==> src/rtl/mem_arbiter.sv <==
// Arbiter sharing one single-port memory between instruction fetch (I) and data access (D).
// D wins contention until starveCnt_q reaches STARVE_MAX, which forces one I grant.
module mem_arbiter #(
  parameter int ADDR_W     = 16,
  parameter int DATA_W     = 16,
  parameter int MEM_LAT    = 2,
  parameter int STARVE_MAX = 4
) (
  input  logic              clk,
  input  logic              rst,
  input  logic              i_req,
  input  logic [ADDR_W-1:0] i_addr,
  output logic              i_rdy,
  output logic [DATA_W-1:0] i_data,
  input  logic              d_re,
  input  logic              d_we,
  input  logic [ADDR_W-1:0] d_addr,
  input  logic [DATA_W-1:0] d_wdata,
  output logic              d_rdy,
  output logic [DATA_W-1:0] d_rdata,
  output logic [ADDR_W-1:0] m_addr,
  output logic              m_re,
  output logic              m_we,
  output logic [DATA_W-1:0] m_wdata,
  input  logic [DATA_W-1:0] m_rdata,
  output logic              busy,
  output logic              grant_d
);

  typedef enum logic [1:0] {IDLE, ISSUE, WAIT, DONE} state_t;

  localparam logic [3:0] LAT_INIT   = 4'(MEM_LAT);
  localparam logic [3:0] STARVE_LIM = 4'(STARVE_MAX);

  state_t              state_q, state_d;
  logic [3:0]          latCnt_q, latCnt_d;
  logic [3:0]          starveCnt_q, starveCnt_d;
  logic [ADDR_W-1:0]   addr_q, addr_d;
  logic [DATA_W-1:0]   wdata_q, wdata_d;
  logic                isWrite_q, isWrite_d;
  logic                owner_q, owner_d;
  logic                mRe_q, mRe_d;
  logic                mWe_q, mWe_d;
  logic [DATA_W-1:0]   iData_q, iData_d;
  logic [DATA_W-1:0]   dData_q, dData_d;
  logic                dPend;
  logic                forceI;

  always_ff @(posedge clk or posedge rst) begin
    if (rst) begin
      state_q     <= IDLE;
      latCnt_q    <= '0;
      starveCnt_q <= '0;
      addr_q      <= '0;
      wdata_q     <= '0;
      isWrite_q   <= 1'b0;
      owner_q     <= 1'b0;
      mRe_q       <= 1'b0;
      mWe_q       <= 1'b0;
      iData_q     <= '0;
      dData_q     <= '0;
    end else begin
      state_q     <= state_d;
      latCnt_q    <= latCnt_d;
      starveCnt_q <= starveCnt_d;
      addr_q      <= addr_d;
      wdata_q     <= wdata_d;
      isWrite_q   <= isWrite_d;
      owner_q     <= owner_d;
      mRe_q       <= mRe_d;
      mWe_q       <= mWe_d;
      iData_q     <= iData_d;
      dData_q     <= dData_d;
    end
  end

  assign dPend  = d_re | d_we;
  assign forceI = i_req && (starveCnt_q == STARVE_LIM);

  always_comb begin
    state_d     = state_q;
    latCnt_d    = latCnt_q;
    starveCnt_d = starveCnt_q;
    addr_d      = addr_q;
    wdata_d     = wdata_q;
    isWrite_d   = isWrite_q;
    owner_d     = owner_q;
    mRe_d       = 1'b0;
    mWe_d       = 1'b0;
    iData_d     = iData_q;
    dData_d     = dData_q;

    case (state_q)
      IDLE: begin
        // A simultaneous read+write request is served as a write.
        if (dPend && !forceI) begin
          owner_d   = 1'b1;
          addr_d    = d_addr;
          wdata_d   = d_wdata;
          isWrite_d = d_we;
          mRe_d     = ~d_we;
          mWe_d     = d_we;
          state_d   = ISSUE;
          if (i_req && (starveCnt_q < STARVE_LIM)) begin
            starveCnt_d = starveCnt_q + 4'd1;
          end
        end else if (i_req) begin
          owner_d     = 1'b0;
          addr_d      = i_addr;
          isWrite_d   = 1'b0;
          mRe_d       = 1'b1;
          starveCnt_d = '0;
          state_d     = ISSUE;
        end
      end
      ISSUE: begin
        if (isWrite_q) begin
          state_d = DONE;
        end else begin
          latCnt_d = LAT_INIT;
          state_d  = WAIT;
        end
      end
      WAIT: begin
        if (latCnt_q == 4'd1) begin
          latCnt_d = '0;
          state_d  = DONE;
          if (owner_q) begin
            dData_d = m_rdata;
          end else begin
            iData_d = m_rdata;
          end
        end else begin
          latCnt_d = latCnt_q - 4'd1;
        end
      end
      DONE: begin
        state_d = IDLE;
      end
      default: begin
        state_d = IDLE;
      end
    endcase
  end

  assign i_rdy   = (state_q == DONE) && !owner_q;
  assign d_rdy   = (state_q == DONE) && owner_q;
  assign busy    = (state_q != IDLE);
  assign grant_d = owner_q;
  assign m_addr  = addr_q;
  assign m_wdata = wdata_q;
  assign m_re    = mRe_q;
  assign m_we    = mWe_q;
  assign i_data  = iData_q;
  assign d_rdata = dData_q;

endmodule

==> config.mk <==
export PLATFORM = sky130hd
export DESIGN_NAME = mem_arbiter
export DESIGN_NICKNAME = d
export VERILOG_FILES = /design/src/rtl/mem_arbiter.sv
export SDC_FILE = /design/constraint.sdc
export NUM_CORES = 1
export LEC_CHECK = 0
export BUFFER_PORTS_ARGS = -buffer_cell sky130_fd_sc_hd__buf_2
export CORE_UTILIZATION = 43
export CTS_CLUSTER_DIAMETER = 80
export DETAILED_ROUTE_END_ITERATION = 16
export PLACE_DENSITY_LB_ADDON = 0.08
export RECOVER_POWER = 100
export SYNTH_ARGS = -nofsm -noshare
export SYNTH_HDL_FRONTEND = slang
export SYNTH_SLANG_ARGS = --single-unit
==> constraint.sdc <==
create_clock -name clk -period 2.6 [get_ports clk]
set_clock_uncertainty 0.15 [all_clocks]
set_input_delay 0.52 -clock clk [delete_from_list [all_inputs] [get_ports clk]]
set_output_delay 0.52 -clock clk [all_outputs]
set_load 0.01 [all_outputs]
==> flow_summary.json <==
{
  "worstMarginPinSlew_ns": 1.495,
  "diodes": 0,
  "setup_viol": 0,
  "rsz0062_at_grt": "false",
  "arrival_ns": 2.27,
  "postRouteAntennaNets": 0,
  "overflow": 0,
  "status": "finished, final reports clean",
  "ir_drop_mv": 0.4263,
  "tns_ns": 0,
  "yosys_register_bits": 78,
  "antenna_found_initial": 0,
  "hpwlAfterDp_um": 5151,
  "dieArea_um2": 8221,
  "finalCriticalPeriod_ns": 2.208,
  "hp-class": "input pin to register",
  "fin_crit_sh_pct": 84.92,
  "critPathKind": "register to register",
  "cts_sinks": 78,
  "drtIter0Drc": 74,
  "cts_tree": "yes",
  "final_util_pct": 57.00,
  "power_uw": 4772,
  "num_vias": 2510,
  "nets": 491,
  "cts-resized-gates": 0,
  "grt_max_degree": 50,
  "required_ns": 2.67,
  "clk_pin_slew_ns": 0.07,
  "portBuffers": 138,
  "first_pass_iters": 4,
  "crit_fanout": 17,
  "post-cts-setup-buffers": 0,
  "htree_levels": 3,
  "cp-start-kind": "register",
  "clockBufferDepth": 2,
  "reg2regPathDepth": 6,
  "syn2layout_area_growth_pct": 24.91,
  "final_common_cell": "dfrtp_1",
  "layout_common_cells": "dfrtp_1, clkbuf_1, buf_2",
  "rows": 31,
  "synthFlopType": "dfrtp_1",
  "holdPathStages": 2,
  "synth_nets": 350,
  "routed_wl_um": 7039,
  "synth_cells": 273,
  "fin_area_um2": 4223,
  "vias_per_cell": 4.846,
  "synth_edf_count": 0,
  "die_h_um": 90.67,
  "grt_pass1_wl_um": 11450,
  "io_pins": 139,
  "finalHoldViolations": 0,
  "slew_violations": 0,
  "wl_per_cell_um": 13.59,
  "r2r_end": "m_wdata[3]",
  "coreArea_um2": 7408,
  "drive_above_1_share_pct": 32.22,
  "synthArstFlopShare_pct": 100.0,
  "r2r_slack_ns": 0.39,
  "ys_warn_count": 0,
  "max_freq_mhz": 452.9,
  "seq_area_um2": 1952,
  "cap_violations": 0,
  "hold_end": "m_re",
  "cts_buffers": 9,
  "gp_congestion": 0.7473,
  "multi_input_area_um2": 1250,
  "synth_cell_types": 40,
  "slew_headroom_pct": 0.3339,
  "fillerInstances": 699,
  "drc": 0,
  "fp.dieW_um": 90.67,
  "r2r-start": "starveCnt_q[0]",
  "insertion_delay_ns": 0.33,
  "grtUsageTotal_pct": 17.71,
  "grt_pass1_vias": 2372,
  "dpl_cell_area_um2": 4151,
  "timing.hold.ws_ns": 0.2499,
  "initial_core_util_pct": 45.63,
  "cp-end-kind": "register",
  "power_leakage_uw": 0.001969,
  "pwr_density_cell_nw_per_um2": 1130,
  "hold_start": "d_we",
  "hold_buffers": 0,
  "cts_root_buf": "clkbuf_8",
  "syn_avg_cell_area_um2": 12.38,
  "synth-seq-area-share_pct": 57.74,
  "synth_area_um2": 3381
}
[report_power, final]
group	switching [uW]	internal, uW	leakage, uW
Combinational	978	775	0.000915
Clock	426	540	0.000106
Sequential	311	1740	0.000947
[cells in the mapped netlist (all sizes together) (3+ instances only)]
| cell type | number | area [um^2] |
|---|---|---|
| a21oi | 3 | 15.01 |
| a31oi | 17 | 106.4 |
| buf | 7 | 62.56 |
| clkbuf | 6 | 22.52 |
| dfrtp | 78 | 1952 |
| ha | 8 | 100.1 |
| inv | 14 | 52.55 |
| mux2 | 49 | 589.3 |
| nand2 | 37 | 146.4 |
| nor2 | 17 | 63.81 |
| o21ai | 8 | 40.04 |
[metal layers]
layer	vias up	part of all wire, %	track usage (%)
li1	1225	-	-
met1	1184	45	23.73
met2	93	46	27.46
met3	8	6.8	4.630
met4	0	1.3	6.855
met5	-	0	0
[stage by stage]
stage | setup slack (ns) | std cells
finish | 0.3920 | 518
global route | 0.1937 | 518
CTS | 0.3856 | 518
detailed placement | 0.4450 | 502
global placement | 0.4814 | 502
floorplan | 0.4806 | 273
[cell families (layout without fill, tap and decap cells)]
family	Yosys count	count (layout)	share of synthesized area, %
flip-flops	78	78	57.73
AND/OR/NAND/NOR	70	70	9.845
multiplexers	49	49	17.43
AO/OA/AOI/OAI	41	41	7.957
buffers and inverters	27	173	4.071
adder cells (fa/ha/maj)	8	8	2.961
[cell type report]
cell class / count / area share [%]
flip-flops and latches: 78 / 46.22
multi-input cells: 168 / 29.60
repair buffers: 143 / 14.90
clock buffers: 10 / 3.022
well taps: 99 / 2.933
clock inverters: 6 / 2.044
inverters: 14 / 1.274
[state kept, by name (all words and copies together), names as in the netlist]
name / flops
state_q: 2
m_we: 1
d_rdata: 16
latCnt_q: 4
m_wdata: 16
isWrite_q: 1
i_data: 16
grant_d: 1
m_addr: 16
starveCnt_q: 4
m_re: 1
[critical path, stage by stage, from the launching register on]
cell and delay, ns:
dfrtp_1 0.42, inv_1 0.07, ha_1 0.19, nand4b_1 0.15
and2_0 0.21, nand2_1 0.49, mux2_2 0.40
[worst max-delay path by stage]
stage                        start         end  slack (ns)
floorplan               state_q[0]  d_rdata[0]        0.48
global placement        state_q[0]  d_rdata[2]        0.48
detailed placement      state_q[0]  d_rdata[2]        0.44
CTS                     state_q[0]        busy        0.39
global route        starveCnt_q[0]  m_wdata[1]        0.19
finish              starveCnt_q[0]  m_wdata[3]        0.39
Power figures use the tool's default switching activity.
